## src/rtl/vz_loader_if.sv

```systemverilog
// vz_loader_if: hps_io download stream into the VZ loader and the loader's RAM write port.
interface vz_loader_if;
   logic        dn_download;
   logic        dn_wr;
   logic [15:0] dn_addr;
   logic [7:0]  dn_data;
   logic [7:0]  dn_index;
   logic        mem_wait;
   logic [15:0] mem_addr;
   logic [7:0]  mem_dout;
   logic        mem_we;

   modport master (
      output dn_download, dn_wr, dn_addr, dn_data, dn_index, mem_wait,
      input  mem_addr, mem_dout, mem_we
   );

   modport slave (
      input  dn_download, dn_wr, dn_addr, dn_data, dn_index, mem_wait,
      output mem_addr, mem_dout, mem_we
   );
endinterface

```

## src/rtl/vz_loader.sv

```systemverilog
// vz_loader: parses a VZ image from the hps_io download stream and writes its payload to RAM.
// Define VZ_LOADER_PTR_FIXUP_EN to patch the BASIC end / binary start pointers after loading.
module vz_loader #(
   parameter logic [7:0] VZ_INDEX = 8'd1,
   parameter int         HDR_LEN  = 24
) (
   input  logic        clk_sys,
   input  logic        reset,
   vz_loader_if.slave  bus,
   output logic        busy,
   output logic        done,
   output logic        err,
   output logic [7:0]  vz_type,
   output logic [15:0] vz_start,
   output logic [15:0] vz_end
);

   typedef enum logic [2:0] {
      IDLE = 3'd0, HDR = 3'd1, DATA = 3'd2, DRAIN = 3'd3, FIX = 3'd4, DONE = 3'd5, ERR = 3'd6
   } state_t;

   localparam logic [15:0] HDR_LEN16 = 16'(HDR_LEN);
   localparam logic [15:0] HDR_LAST  = 16'(HDR_LEN - 1);

   function automatic logic [7:0] magic_vzf(input logic [1:0] idx);
      case (idx)
         2'd0:    magic_vzf = 8'h56;
         2'd1:    magic_vzf = 8'h5A;
         2'd2:    magic_vzf = 8'h46;
         default: magic_vzf = 8'h30;
      endcase
   endfunction

   function automatic logic [7:0] magic_bin(input logic [1:0] idx);
      magic_bin = idx[1] ? 8'h00 : 8'h20;
   endfunction

   state_t      state_r, state_s;
   logic        dn_prev_r;
   logic        mag_a_r, mag_a_s, mag_b_r, mag_b_s;
   logic        skid_valid_r, skid_valid_s;
   logic [15:0] skid_addr_r, skid_addr_s;
   logic [7:0]  skid_data_r, skid_data_s;
   logic [1:0]  fix_idx_r, fix_idx_s;
   logic        mem_we_s, busy_s, done_s, err_s;
   logic [15:0] mem_addr_s, vz_start_s, vz_end_s, data_addr_s;
   logic [7:0]  mem_dout_s, vz_type_s;
   logic        start_s, fall_s, out_free_s, hdr_wr_s, data_wr_s, a_hit_s, b_hit_s;
   logic        magic_bad_s, hdr_last_s, overflow_s, drained_s, fix_type_s;

   assign start_s     = bus.dn_download & ~dn_prev_r & (bus.dn_index == VZ_INDEX);
   assign fall_s      = ~bus.dn_download & dn_prev_r;
   assign out_free_s  = ~bus.mem_we | ~bus.mem_wait;
   assign hdr_wr_s    = (state_r == HDR) & bus.dn_wr;
   assign data_wr_s   = (state_r == DATA) & bus.dn_wr;
   // Each magic flavour stays alive only while every byte so far has matched it.
   assign a_hit_s     = mag_a_r & (bus.dn_data == magic_vzf(bus.dn_addr[1:0]));
   assign b_hit_s     = mag_b_r & (bus.dn_data == magic_bin(bus.dn_addr[1:0]));
   assign magic_bad_s = hdr_wr_s & (bus.dn_addr < 16'd4) & ~a_hit_s & ~b_hit_s;
   assign hdr_last_s  = hdr_wr_s & (bus.dn_addr == HDR_LAST);
   assign overflow_s  = data_wr_s & ~out_free_s & skid_valid_r;
   assign drained_s   = ~skid_valid_r & out_free_s;
   assign fix_type_s  = (vz_type == 8'hF0) | (vz_type == 8'hF1);
   assign data_addr_s = vz_start + (bus.dn_addr - HDR_LEN16);

   // State register; strobe history resets high so a download already in flight is not restarted.
   always_ff @(posedge clk_sys or posedge reset) begin
      if (reset) begin
         state_r   <= IDLE;
         dn_prev_r <= 1'b1;
      end else begin
         state_r   <= state_s;
         dn_prev_r <= bus.dn_download;
      end
   end

   // Next-state selection.
   always_comb begin
      state_s = state_r;
      if (start_s) begin
         state_s = HDR;
      end else begin
         case (state_r)
            IDLE:    state_s = IDLE;
            HDR:     state_s = (fall_s || magic_bad_s) ? ERR : (hdr_last_s ? DATA : HDR);
            DATA:    state_s = overflow_s ? ERR : (fall_s ? DRAIN : DATA);
`ifdef VZ_LOADER_PTR_FIXUP_EN
            DRAIN:   state_s = drained_s ? FIX : DRAIN;
`else
            DRAIN:   state_s = drained_s ? DONE : DRAIN;
`endif
            FIX:     state_s = (!fix_type_s || (fix_idx_r == 2'd2 && out_free_s)) ? DONE : FIX;
            DONE:    state_s = IDLE;
            ERR:     state_s = ERR;
            default: state_s = IDLE;
         endcase
      end
   end

   // Status flags for the state being entered.
   always_comb begin
      busy_s = 1'b0;
      done_s = 1'b0;
      err_s  = 1'b0;
      case (state_s)
         HDR, DATA, DRAIN, FIX: busy_s = 1'b1;
         DONE:                  done_s = 1'b1;
         ERR:                   err_s  = 1'b1;
         default:               busy_s = 1'b0;
      endcase
   end

   // Write queue (output register plus skid entry), header capture and pointer fixups.
   always_comb begin
      mem_we_s     = bus.mem_we;
      mem_addr_s   = bus.mem_addr;
      mem_dout_s   = bus.mem_dout;
      skid_valid_s = skid_valid_r;
      skid_addr_s  = skid_addr_r;
      skid_data_s  = skid_data_r;
      vz_type_s    = vz_type;
      vz_start_s   = vz_start;
      vz_end_s     = vz_end;
      mag_a_s      = mag_a_r;
      mag_b_s      = mag_b_r;
      fix_idx_s    = fix_idx_r;
      if (start_s || state_s == ERR) begin
         mem_we_s     = 1'b0;
         skid_valid_s = 1'b0;
         if (start_s) begin
            vz_type_s  = 8'h00;
            vz_start_s = 16'h0000;
            vz_end_s   = 16'h0000;
            mag_a_s    = 1'b1;
            mag_b_s    = 1'b1;
            fix_idx_s  = 2'd0;
         end else begin
            fix_idx_s  = fix_idx_r;
         end
      end else begin
         if (out_free_s) begin
            mem_we_s     = skid_valid_r;
            mem_addr_s   = skid_valid_r ? skid_addr_r : bus.mem_addr;
            mem_dout_s   = skid_valid_r ? skid_data_r : bus.mem_dout;
            skid_valid_s = 1'b0;
         end else begin
            mem_we_s     = bus.mem_we;
         end
         if (data_wr_s) begin
            vz_end_s = vz_end + 16'd1;
            if (out_free_s && !skid_valid_r) begin
               mem_we_s   = 1'b1;
               mem_addr_s = data_addr_s;
               mem_dout_s = bus.dn_data;
            end else begin
               skid_valid_s = 1'b1;
               skid_addr_s  = data_addr_s;
               skid_data_s  = bus.dn_data;
            end
         end else begin
            vz_end_s = vz_end;
         end
         if (hdr_wr_s) begin
            if (bus.dn_addr < 16'd4) begin
               mag_a_s = a_hit_s;
               mag_b_s = b_hit_s;
            end else begin
               mag_a_s = mag_a_r;
            end
            case (bus.dn_addr)
               16'd21:  vz_type_s = bus.dn_data;
               16'd22:  begin vz_start_s[7:0] = bus.dn_data;  vz_end_s[7:0] = bus.dn_data;  end
               16'd23:  begin vz_start_s[15:8] = bus.dn_data; vz_end_s[15:8] = bus.dn_data; end
               default: vz_type_s = vz_type;
            endcase
         end else begin
            vz_type_s = vz_type;
         end
         if (state_r == FIX && fix_type_s && out_free_s && fix_idx_r != 2'd2) begin
            mem_we_s = 1'b1;
            if (vz_type == 8'hF0) begin
               mem_addr_s = fix_idx_r[0] ? 16'h78FA : 16'h78F9;
               mem_dout_s = fix_idx_r[0] ? vz_end[15:8] : vz_end[7:0];
            end else begin
               mem_addr_s = fix_idx_r[0] ? 16'h788F : 16'h788E;
               mem_dout_s = fix_idx_r[0] ? vz_start[15:8] : vz_start[7:0];
            end
            fix_idx_s = fix_idx_r + 2'd1;
         end else begin
            fix_idx_s = fix_idx_r;
         end
      end
   end

   // Registered outputs and datapath state.
   always_ff @(posedge clk_sys or posedge reset) begin
      if (reset) begin
         bus.mem_we   <= 1'b0;
         bus.mem_addr <= 16'h0000;
         bus.mem_dout <= 8'h00;
         skid_valid_r <= 1'b0;
         skid_addr_r  <= 16'h0000;
         skid_data_r  <= 8'h00;
         vz_type      <= 8'h00;
         vz_start     <= 16'h0000;
         vz_end       <= 16'h0000;
         mag_a_r      <= 1'b0;
         mag_b_r      <= 1'b0;
         fix_idx_r    <= 2'd0;
         busy         <= 1'b0;
         done         <= 1'b0;
         err          <= 1'b0;
      end else begin
         bus.mem_we   <= mem_we_s;
         bus.mem_addr <= mem_addr_s;
         bus.mem_dout <= mem_dout_s;
         skid_valid_r <= skid_valid_s;
         skid_addr_r  <= skid_addr_s;
         skid_data_r  <= skid_data_s;
         vz_type      <= vz_type_s;
         vz_start     <= vz_start_s;
         vz_end       <= vz_end_s;
         mag_a_r      <= mag_a_s;
         mag_b_r      <= mag_b_s;
         fix_idx_r    <= fix_idx_s;
         busy         <= busy_s;
         done         <= done_s;
         err          <= err_s;
      end
   end

endmodule
```

## src/flat_wrapper.sv

```systemverilog
// flat-port wrapper written by rule: the top's interface ports become plain ports
module vz_loader_flat 
#(
   parameter logic [7:0] VZ_INDEX = 8'd1,
   parameter int         HDR_LEN  = 24
)
  (clk_sys, reset, busy, done, err, vz_type, vz_start, vz_end, bus_dn_download, bus_dn_wr, bus_dn_addr, bus_dn_data, bus_dn_index, bus_mem_wait, bus_mem_addr, bus_mem_dout, bus_mem_we);
  vz_loader_if bus_i ();
  input  logic clk_sys;
  input  logic reset;
  output logic busy;
  output logic done;
  output logic err;
  output logic [7:0] vz_type;
  output logic [15:0] vz_start;
  output logic [15:0] vz_end;
  input wire logic [$bits(bus_i.dn_download)-1:0] bus_dn_download;
  input wire logic [$bits(bus_i.dn_wr)-1:0] bus_dn_wr;
  input wire logic [$bits(bus_i.dn_addr)-1:0] bus_dn_addr;
  input wire logic [$bits(bus_i.dn_data)-1:0] bus_dn_data;
  input wire logic [$bits(bus_i.dn_index)-1:0] bus_dn_index;
  input wire logic [$bits(bus_i.mem_wait)-1:0] bus_mem_wait;
  output wire logic [$bits(bus_i.mem_addr)-1:0] bus_mem_addr;
  output wire logic [$bits(bus_i.mem_dout)-1:0] bus_mem_dout;
  output wire logic [$bits(bus_i.mem_we)-1:0] bus_mem_we;
  assign bus_i.dn_download = bus_dn_download;
  assign bus_i.dn_wr = bus_dn_wr;
  assign bus_i.dn_addr = bus_dn_addr;
  assign bus_i.dn_data = bus_dn_data;
  assign bus_i.dn_index = bus_dn_index;
  assign bus_i.mem_wait = bus_mem_wait;
  assign bus_mem_addr = bus_i.mem_addr;
  assign bus_mem_dout = bus_i.mem_dout;
  assign bus_mem_we = bus_i.mem_we;
  vz_loader #(.VZ_INDEX(VZ_INDEX), .HDR_LEN(HDR_LEN)) u_core (.clk_sys(clk_sys), .reset(reset), .bus(bus_i), .busy(busy), .done(done), .err(err), .vz_type(vz_type), .vz_start(vz_start), .vz_end(vz_end));
endmodule
```

## config.mk

```make
export PLATFORM = sky130hd
export DESIGN_NAME = vz_loader_flat
export DESIGN_NICKNAME = d
export VERILOG_FILES = /design/src/rtl/vz_loader_if.sv /design/src/rtl/vz_loader.sv /design/src/flat_wrapper.sv
export SDC_FILE = /design/constraint.sdc
export NUM_CORES = 1
export LEC_CHECK = 0
export ABC_CLOCK_PERIOD_IN_PS = 2900
export CAP_MARGIN = 15
export CORE_MARGIN = 4
export CORE_UTILIZATION = 49
export CTS_BUF_LIST = sky130_fd_sc_hd__clkbuf_8 sky130_fd_sc_hd__clkbuf_16
export DETAILED_ROUTE_END_ITERATION = 16
export PLACE_DENSITY = 0.77
export SETUP_SLACK_MARGIN = 0.15
export SLEW_MARGIN = 10
export SYNTH_ARGS = -nofsm -noshare
export SYNTH_HDL_FRONTEND = slang
export SYNTH_SLANG_ARGS = --single-unit
export TNS_END_PERCENT = 30
```

## constraint.sdc

```tcl
create_clock -name clk_sys -period 2.9 [get_ports clk_sys]
set_input_delay 0.29 -clock clk_sys [delete_from_list [all_inputs] [get_ports clk_sys]]
set_output_delay 0.29 -clock clk_sys [all_outputs]
set_load 0.03 [all_outputs]
```

-- Yosys cells after proc, flatten, opt, wreduce, memory -nomap -nowiden
Cells that the tools add are included.
Widths: inputs -> output; s select.
- add/subtract/negate cells: 4
- order comparisons: 1
- eq/ne operators: 24
- multiplexer cells: 62
- bitwise operators: 26
- reductions and logical operators: 24
- operators with widths (cell ; count):
    $mux 16 ; 12
    $mux 8 ; 16
    $eq 16x5->1 const B ; 3
    $mux 1 ; 22
    $pmux 7 s3 ; 1
    $add 16x1->16 const B ; 1
    $add 16x16->16 ; 1
    $eq 8x8->1 const B ; 2
    $lt 16x3->1 const B ; 1
    $sub 16x5->16 const B ; 1
    $eq 3x3->1 const B ; 5
    $pmux 3 s5 ; 1
    $reduce_and 3->1 ; 5
    $and 1x1->1 ; 14
    $eq 3x2->1 const B ; 4
    $mux 3 ; 4
    $reduce_bool 2->1 ; 6
    $mux 2 ; 5
    $not 1->1 ; 10
    $eq 8x1->1 const B ; 1
    $eq 8x7->1 ; 1
    $eq 8x8->1 ; 1
    $eq 3x1->1 const B ; 2
    $mux 6 ; 1
    12 further kinds ; 21
- register bits after elaboration: 101
- input bits: 37
- output and inout bits: 68
- word-level logic and storage cells: 159

-- Longest topological paths before layout
Gate-level depths: netlist of the first run.
- depth in word-level cells: 15
- gate-level depth with buffers: 12
- gate-level depth less buffers: 12

-- Worst setup path after synthesis of the first run
OpenSTA, ideal clock, no wires.
- kind: input-to-reg
- start: in bus_dn_data[3]
- end: reg u_core.skid_addr_r[11]
- setup time: 0.125 ns
- arrival time: 2.698 ns
- required time: 2.775 ns
- path slack: 0.077 ns
- stages: 10
- path buffers: 3
- path through: buf_6 > or4b_1 > or3_1 > o211a_2 > nor4_4 > o21ai_2 > or3_1 > buf_6 > buf_6 > mux2_4
- cells in the longest elaborated chain, start to end: 13
- elaborated cells on any way between the ends: 16
- those cells by class: eq/ne (3); mux (3); bitwise (7); reduce/logical (3)
- ends and longest elaborated chain (what ; line ; RTL):
    start, declared ; flat_wrapper.sv:20 ; input wire logic [$bits(bus_i.dn_data)-1:0] bus_dn_data;
    $eq 8x7->1 ; vz_loader.sv:57 ; assign a_hit_s = mag_a_r & (bus.dn_data == magic_vzf(bus.dn_addr[1:0]));
    $and 1x1->1 ; vz_loader.sv:57 ;
    $not 1->1 ; vz_loader.sv:59 ; assign magic_bad_s = hdr_wr_s & (bus.dn_addr < 16'd4) & ~a_hit_s & ~b_hit_s;
    $and 1x1->1 ; vz_loader.sv:59 ;
    $and 1x1->1 (*) ; vz_loader.sv:59 ;
    $logic_or 1x1->1 (*) ; vz_loader.sv:85 ; HDR: state_s = (fall_s || magic_bad_s) ? ERR : (hdr_last_s ? DATA : HDR);
    $mux 3 (*) ; vz_loader.sv:85 ;
    $pmux 3 s5 (*) ; vz_loader.sv:83 ; case (state_r)
    $mux 3 (*) ; vz_loader.sv:80 ; if (start_s) begin
    $eq 3x3->1 (*) ; vz_loader.sv:127 ; if (start_s || state_s == ERR) begin
    $logic_or 1x1->1 (*) ; vz_loader.sv:127 ;
    $not 1->1 (no source line) (*) ; n/a ;
    $reduce_and 3->1 (no source line) (*) ; n/a ;
    end signal, assigned ; vz_loader.sv:218 ; skid_addr_r <= skid_addr_s;
    end, declared ; vz_loader.sv:42 ; logic [15:0] skid_addr_r, skid_addr_s;
Every way passes the cells marked *; elsewhere a longest branch is shown, timed or not.
A chain may end at the register's enable or synchronous reset.

-- Worst setup path after layout of the first run
- start: reg u_core.vz_start[2]
- end: reg u_core.skid_addr_r[14]
- cells in the longest elaborated chain, start to end: 1
- ends and longest elaborated chain (what ; line ; RTL):
    start, declared ; vz_loader.sv:14 ; output logic [15:0] vz_start,
    start signal, assigned ; vz_loader.sv:221 ; vz_start <= vz_start_s;
    $add 16x16->16 ; vz_loader.sv:64 ; assign data_addr_s = vz_start + (bus.dn_addr - HDR_LEN16);
No other way between the ends.

==> results of run 1 <==
[layout by cell type (no fill, tap or decap), types with 14 or more instances in the layout]
cell type	synthesis	final
ha_1	32	26
buf_4	0	86
nor2_1	62	59
nand2_1	83	83
mux2_4	18	18
nand3_1	18	18
dfrtp_1	100	99
nor3_1	16	14
clkdlybuf4s50_1	0	92
inv_1	50	49
o21ai_0	63	58
a21oi_1	50	49
a22o_1	23	23
[flip-flops by register name (all words and copies together), names as in the netlist]
signal               cells
u_core.done              1
u_core.skid_addr_r      16
u_core.err               1
u_core.vz_type           8
u_core.busy              1
u_core.state_r           3
u_core.mag_a_r           1
u_core.mag_b_r           1
u_core.skid_valid_r      1
u_core.bus.mem_we        1
u_core.vz_end           16
u_core.dn_prev_r         1
u_core.fix_idx_r         2
u_core.bus.mem_dout      8
u_core.vz_start         16
u_core.skid_data_r       8
u_core.bus.mem_addr     16
[power by group through the flow]
stage / Sequential [µW] / Clock [µW] / Combinational [µW]
floorplan: 2320 / 0 / 986
global placement: 1950 / 0 / 2210
detailed placement: 1970 / 0 / 2270
CTS: 1950 / 1430 / 2310
global route: 1990 / 1490 / 2630
finish: 1960 / 1430 / 2460
[final cells by class]
type	count	area share
flip-flops and latches	101	0.2827
repair buffers	203	0.2198
well taps	172	0.02405
clock buffers	10	0.02671
inverters	50	0.02139
multi-input cells	522	0.4129
clock inverters	6	0.01244
[worst paths after layout]
kind / from / endpoint / slack (ns) / cells past startpoint
worst max register to register: u_core.vz_start[2] / u_core.skid_addr_r[14] / 0.14 / 10
worst max-delay path: u_core.vz_start[2] / u_core.skid_addr_r[14] / 0.14 / 10
worst min-delay path: bus_dn_download / u_core.dn_prev_r / 0.38 / 1
min in group asynchronous: reset / u_core.done / 0.43 / 2
worst min register to register: u_core.mag_b_r / u_core.mag_b_r / 0.50 / 1
max in group asynchronous: reset / u_core.bus.mem_dout[0] / 1.81 / 3
[per-stage QoR]
stage	cells	utilization	hold slack, ns
5_1_grt	1064	0.7034	0.3898
3_3_place_gp	1036	0.6456	0.4790
3_5_place_dp	1036	0.6456	0.4778
2_1_floorplan	716	-	0.2945
4_1_cts	1056	0.6813	0.3743
6_report	1064	0.7034	0.3756
[repair_timing]
item                                    4_1_cts  5_1_grt
endpoints found under the setup margin       76       82
pin swaps                                     5       19
gates resized for setup                      21       39
buffers inserted                              2        6
cloned                                        2        2
[kinds of logic (layout without fill, tap and decap cells)]
kind of cell | count (synthesis) | in the layout | share of synthesized area
AND/OR/NAND/NOR | 246 | 246 | 0.1867
AO/OA/AOI/OAI | 192 | 192 | 0.1869
flip-flops | 101 | 101 | 0.3943
buffers and inverters | 93 | 269 | 0.05969
multiplexers | 35 | 35 | 0.08506
adder cells (fa/ha/maj) | 33 | 33 | 0.06555
XOR/XNOR | 16 | 16 | 0.02185
[layer usage]
metal	part of all wire	routed length, µm
met2	0.48	10910
met3	0.088	2006
met5	0	0
met4	0.048	1092
met1	0.38	8748
==> metrics, run 1 <==
status finished clean; met2 Use GR 0.4847; slew margin rel. 0.4380; leakage power 0.004128 µW; Nets 957; Clock Skew 0.006865 ns; fin. max-slew vios 0; DRC 0; Flop pwr share 0.335; antenna-violating nets left 0; clock network fraction of design power 0.244; DP Worst Slack -0.4249 ns; Hold Path Class in -> reg; CP Cell Sequence ha_4 > ha_1 > a211oi_2 > o21ai_0 > o211ai_1 > nand3_1 > a31o_2 > a21oi_1 > xor2_1 > mux2i_1; CTS max path bufs 2; Synth warnings 0; DIE AREA 14,980 µm²; die width 122.4 µm; htree depth 3; met3 Use GR 0.06406; footprint of the multi-input gates 3695 µm²; DP Area 8213 µm²; PD cells 652.7 nW/µm²; row count 41; first-pass GRT wire length 34.00 mm; vias in the first global route 6,491; Syn Area/Cell 8.958 µm²; worst vdd ir 303.2 µV; Post-CTS Hold Buffers 0; antenna violations before repair 0; IO Pins 105; Internal 3704 µW; largest cells by area after synthesis dfrtp_1, ha_1, o21ai_0; Seq. cell area 2530 µm²; final WL 22.76 mm; Sink Count 101; GR Overflow Total 0; Synth area leader dfrtp_1; Maximum Capacitance Violations 0; clock transition at the registers of the reported paths 0.07 ns; Fill cells 980; Arrival @ worst endpoint 3.01 ns; Worst EP required 3.15 ns; count leader, synth dfrtp_1; worst-path maximum fanout 4; RSZ-0062 raised after global routing true; synth unique cells 58; crit end category flip-flop; PortBufs 104; GR met1 Demand/Resource 0.3720; pin count of the biggest net entering global routing 48; Final setup viols 0; CTS buffer count 9; GRT busiest layer met2; share of the synthesized area in the top cell type 0.3902; number of synthesized register bits 101; Max Fclk 362.1 MHz; worst slew pin tran 0.8412 ns; DR vias 6,531; gr usage total 0.2941; core area 12,720 µm²; EDFF count, synth 0; GP Congestion 0.9267; Sw Share 0.3659; CP bufs+invs 0; Async S/R FF share, synth 1.000; Detailed Place HPWL 15.07 mm; clock root buffer clkbuf_16; Post-Syn Area 6414 µm²; worst skew pair latency 0.36 ns; CP startpoint kind flip-flop; critical path type reg -> reg; peak per-stage delay on the critical path 0.49 ns; CP max stage cell dfrtp_1; DIE HEIGHT 122.4 µm; fin area 8949 µm²; Synth Flop Type dfrtp_1; Setup TNS 0 ns; Via-to-Cell Ratio 6.138; cell family with most CP delay compound AO/OA/AOI/OAI gates; total power 5841 µW; area grow syn2layout 39.52%; Final min period 2.761 ns; drt first pass iters 5; antenna diode count 0; DR WL/cell 21.39 µm; top cells by count, synth dfrtp_1, nand2_1, o21ai_0, nor2_1; period utilization 0.9522; CTS tree done; Synth Instances 716; Starting Density 0.5041; share of layout cells above drive strength 1 0.2085; Worst Setup Slack, final 0.1386 ns; Iter 0 DRT Violations 772; Seq/Total Area, Yosys 0.3943; sw power 2137 µW; Syn Nets 786; Comb power frac 0.420; Final Hold Vio Count 0
Note: power is estimated with default switching activity, not from simulation.
==> run 2: changes to the inputs <==
--- a/config.mk
+++ b/config.mk
@@ -7,7 +7,6 @@
 export LEC_CHECK = 0
 export ABC_CLOCK_PERIOD_IN_PS = 2900
 export CAP_MARGIN = 15
-export CORE_MARGIN = 4
 export CORE_UTILIZATION = 49
 export CTS_BUF_LIST = sky130_fd_sc_hd__clkbuf_8 sky130_fd_sc_hd__clkbuf_16
 export DETAILED_ROUTE_END_ITERATION = 16
==> run 2 against run 1 <==
Net effect: worst setup slack better by 0.060 ns; worst hold slack better by 0.0079 ns; final area is 1.8% lower; first-iteration DRC count is 1.8% lower; global-route usage is 2.7 points higher; maximum frequency is 2.2% higher; clock skew is 0.00076 ns higher; critical endpoint is now u_core.vz_end[1]; largest power group unchanged.
==> metrics, run 2 (synthesis results as in run 1) <==
DR WL/cell 19.80 µm (-7.4%); Via-to-Cell Ratio 6.017 (-2.0%); worst slew pin tran 0.5798 ns (-0.2614 ns); gr usage total 0.3215 (+0.02741); core area 12,670 µm² (-0.40%); DR vias 6,354 (-2.7%); htree depth 3 (unchanged); CTS max path bufs 2 (unchanged); Final min period 2.701 ns (-0.05998 ns); worst vdd ir 284.3 µV (-6.2%); Final setup viols 0 (unchanged); fin. max-slew vios 0 (unchanged); PD cells 641.1 nW/µm² (-1.8%); die width 116.4 µm (-4.9%); DIE AREA 13,550 µm² (-9.6%); Setup TNS 0 ns (unchanged); total power 5632 µW (-3.6%); Max Fclk 370.2 MHz (+2.2%); period utilization 0.9315 (-0.02068); clock root buffer clkbuf_16; DIE HEIGHT 116.4 µm (-4.9%); slew margin rel. 0.6135 (+0.1755); Iter 0 DRT Violations 758 (-1.8%); PortBufs 104 (unchanged); antenna-violating nets left 0 (unchanged); Worst EP required 3.15 ns (about the same); Starting Density 0.5062 (+0.002041); pin count of the biggest net entering global routing 102 (+110%); leakage power 0.004045 µW (-2.0%); CTS buffer count 9 (unchanged); status finished clean; DRC 0 (unchanged); Final Hold Vio Count 0 (unchanged); row count 41 (unchanged); Clock Skew 0.007624 ns (+0.0007588 ns); Final Core Density 0.6933 (-0.01009); Hold Path Class in -> async; CTS tree done; GP Congestion 0.9362 (+1.0%); Nets 949 (-0.84%); Detailed Place HPWL 14.45 mm (-4.1%); CP startpoint kind input port; leading cell type in the layout, fill and taps excluded dfrtp_1; first-pass GRT wire length 32.53 mm (-4.3%); crit end category flip-flop; final WL 20.91 mm (-8.1%); Arrival @ worst endpoint 2.95 ns (-0.06 ns); Maximum Capacitance Violations 0 (unchanged); antenna violations before repair 0 (unchanged); commonest non-fill, non-tap cells in the layout dfrtp_1, clkdlybuf4s50_1, nand2_1; vias in the first global route 6,231 (-4.0%); Post-CTS Hold Buffers 0 (unchanged); worst-path maximum fanout 6 (+2); RSZ-0062 raised after global routing true; area grow syn2layout 36.97%; share of layout cells above drive strength 1 0.1980 (-0.01056); Cells after DPL 1,034 (-0.19%); non-filler instance count after layout 1,056 (-0.75%); worst skew pair latency 0.36 ns (about the same); drt first pass iters 7 (+2); antenna diode count 0 (unchanged); Fill cells 968 (-1.2%); Hold WS 0.3835 ns (+0.007867 ns); GR Overflow Total 0 (unchanged); critical path type in -> reg; clock transition at the registers of the reported paths 0.07 ns (about the same); IO Pins 105 (unchanged); Sink Count 101 (unchanged)
## run 2: worst max-delay path, cell delays in order
cell and delay [ns]:
dlygate4sd2_1 0.28, or4_4 0.59, or3_4 0.39, o211a_4 0.17
nor4_4 0.21, buf_4 0.17, buf_6 0.10, nor3_4 0.04
buf_12 0.13, buf_4 0.14, o21a_1 0.19, a211o_1 0.23
## run 2: where the power goes
part           switching [µW]  total, µW  internal (µW)  leakage [µW]
clock                     568       1330            764      0.000164
combinational            1280       2350           1070       0.00256
sequential                247       1950           1700       0.00132
## run 2: path summary, 6_finish.rpt
check / from / end / slack, ns / cells past startpoint
hold reg to reg: u_core.mag_b_r / u_core.mag_b_r / 0.50 / 1
min in group clk_sys: bus_dn_download / u_core.dn_prev_r / 0.39 / 1
setup / recovery: bus_dn_data[0] / u_core.vz_end[1] / 0.20 / 12
setup reg to reg: u_core.vz_start[0] / u_core.bus.mem_addr[13] / 0.20 / 11
max in group asynchronous: reset / u_core.bus.mem_addr[12] / 2.02 / 3
hold / removal: reset / u_core.state_r[2] / 0.38 / 3
## run 2: routing by layer
metal | global-route usage | vias up | routed length [µm]
met2 | 0.5341 | 363 | 9991
met1 | 0.4079 | 3054 | 8383
met3 | 0.06072 | 65 | 1810
li1 | - | 2872 | -
met4 | 0.1444 | 0 | 722
met5 | 0 | - | 0
## run 2: through the flow
stage	instance area [µm²]	worst slack, ns
6_report	8785	0.1986
3_3_place_gp	8185	-0.3374
3_5_place_dp	8185	-0.4062
2_1_floorplan	6417	0.07652
5_1_grt	8785	0.09861
4_1_cts	8594	0.09148
## run 2: repair_timing
| action | 4_1_cts | 5_1_grt |
|---|---|---|
| setup endpoints to repair | 63 | 70 |
| setup buffers | 1 | 4 |
| gates resized for setup | 25 | 31 |
| pin swaps | 7 | 21 |
| cloned | 1 | 0 |
## run 2: cell type report
cell class / instances / area (µm²) / share of cell area
well taps: 172 / 215.2 / 0.02450
flip-flops and latches: 101 / 2529 / 0.2879
clock inverters: 7 / 97.59 / 0.01111
inverters: 50 / 191.4 / 0.02179
multi-input cells: 522 / 3714 / 0.4227
repair buffers: 195 / 1813 / 0.2064
clock buffers: 9 / 225.2 / 0.02564
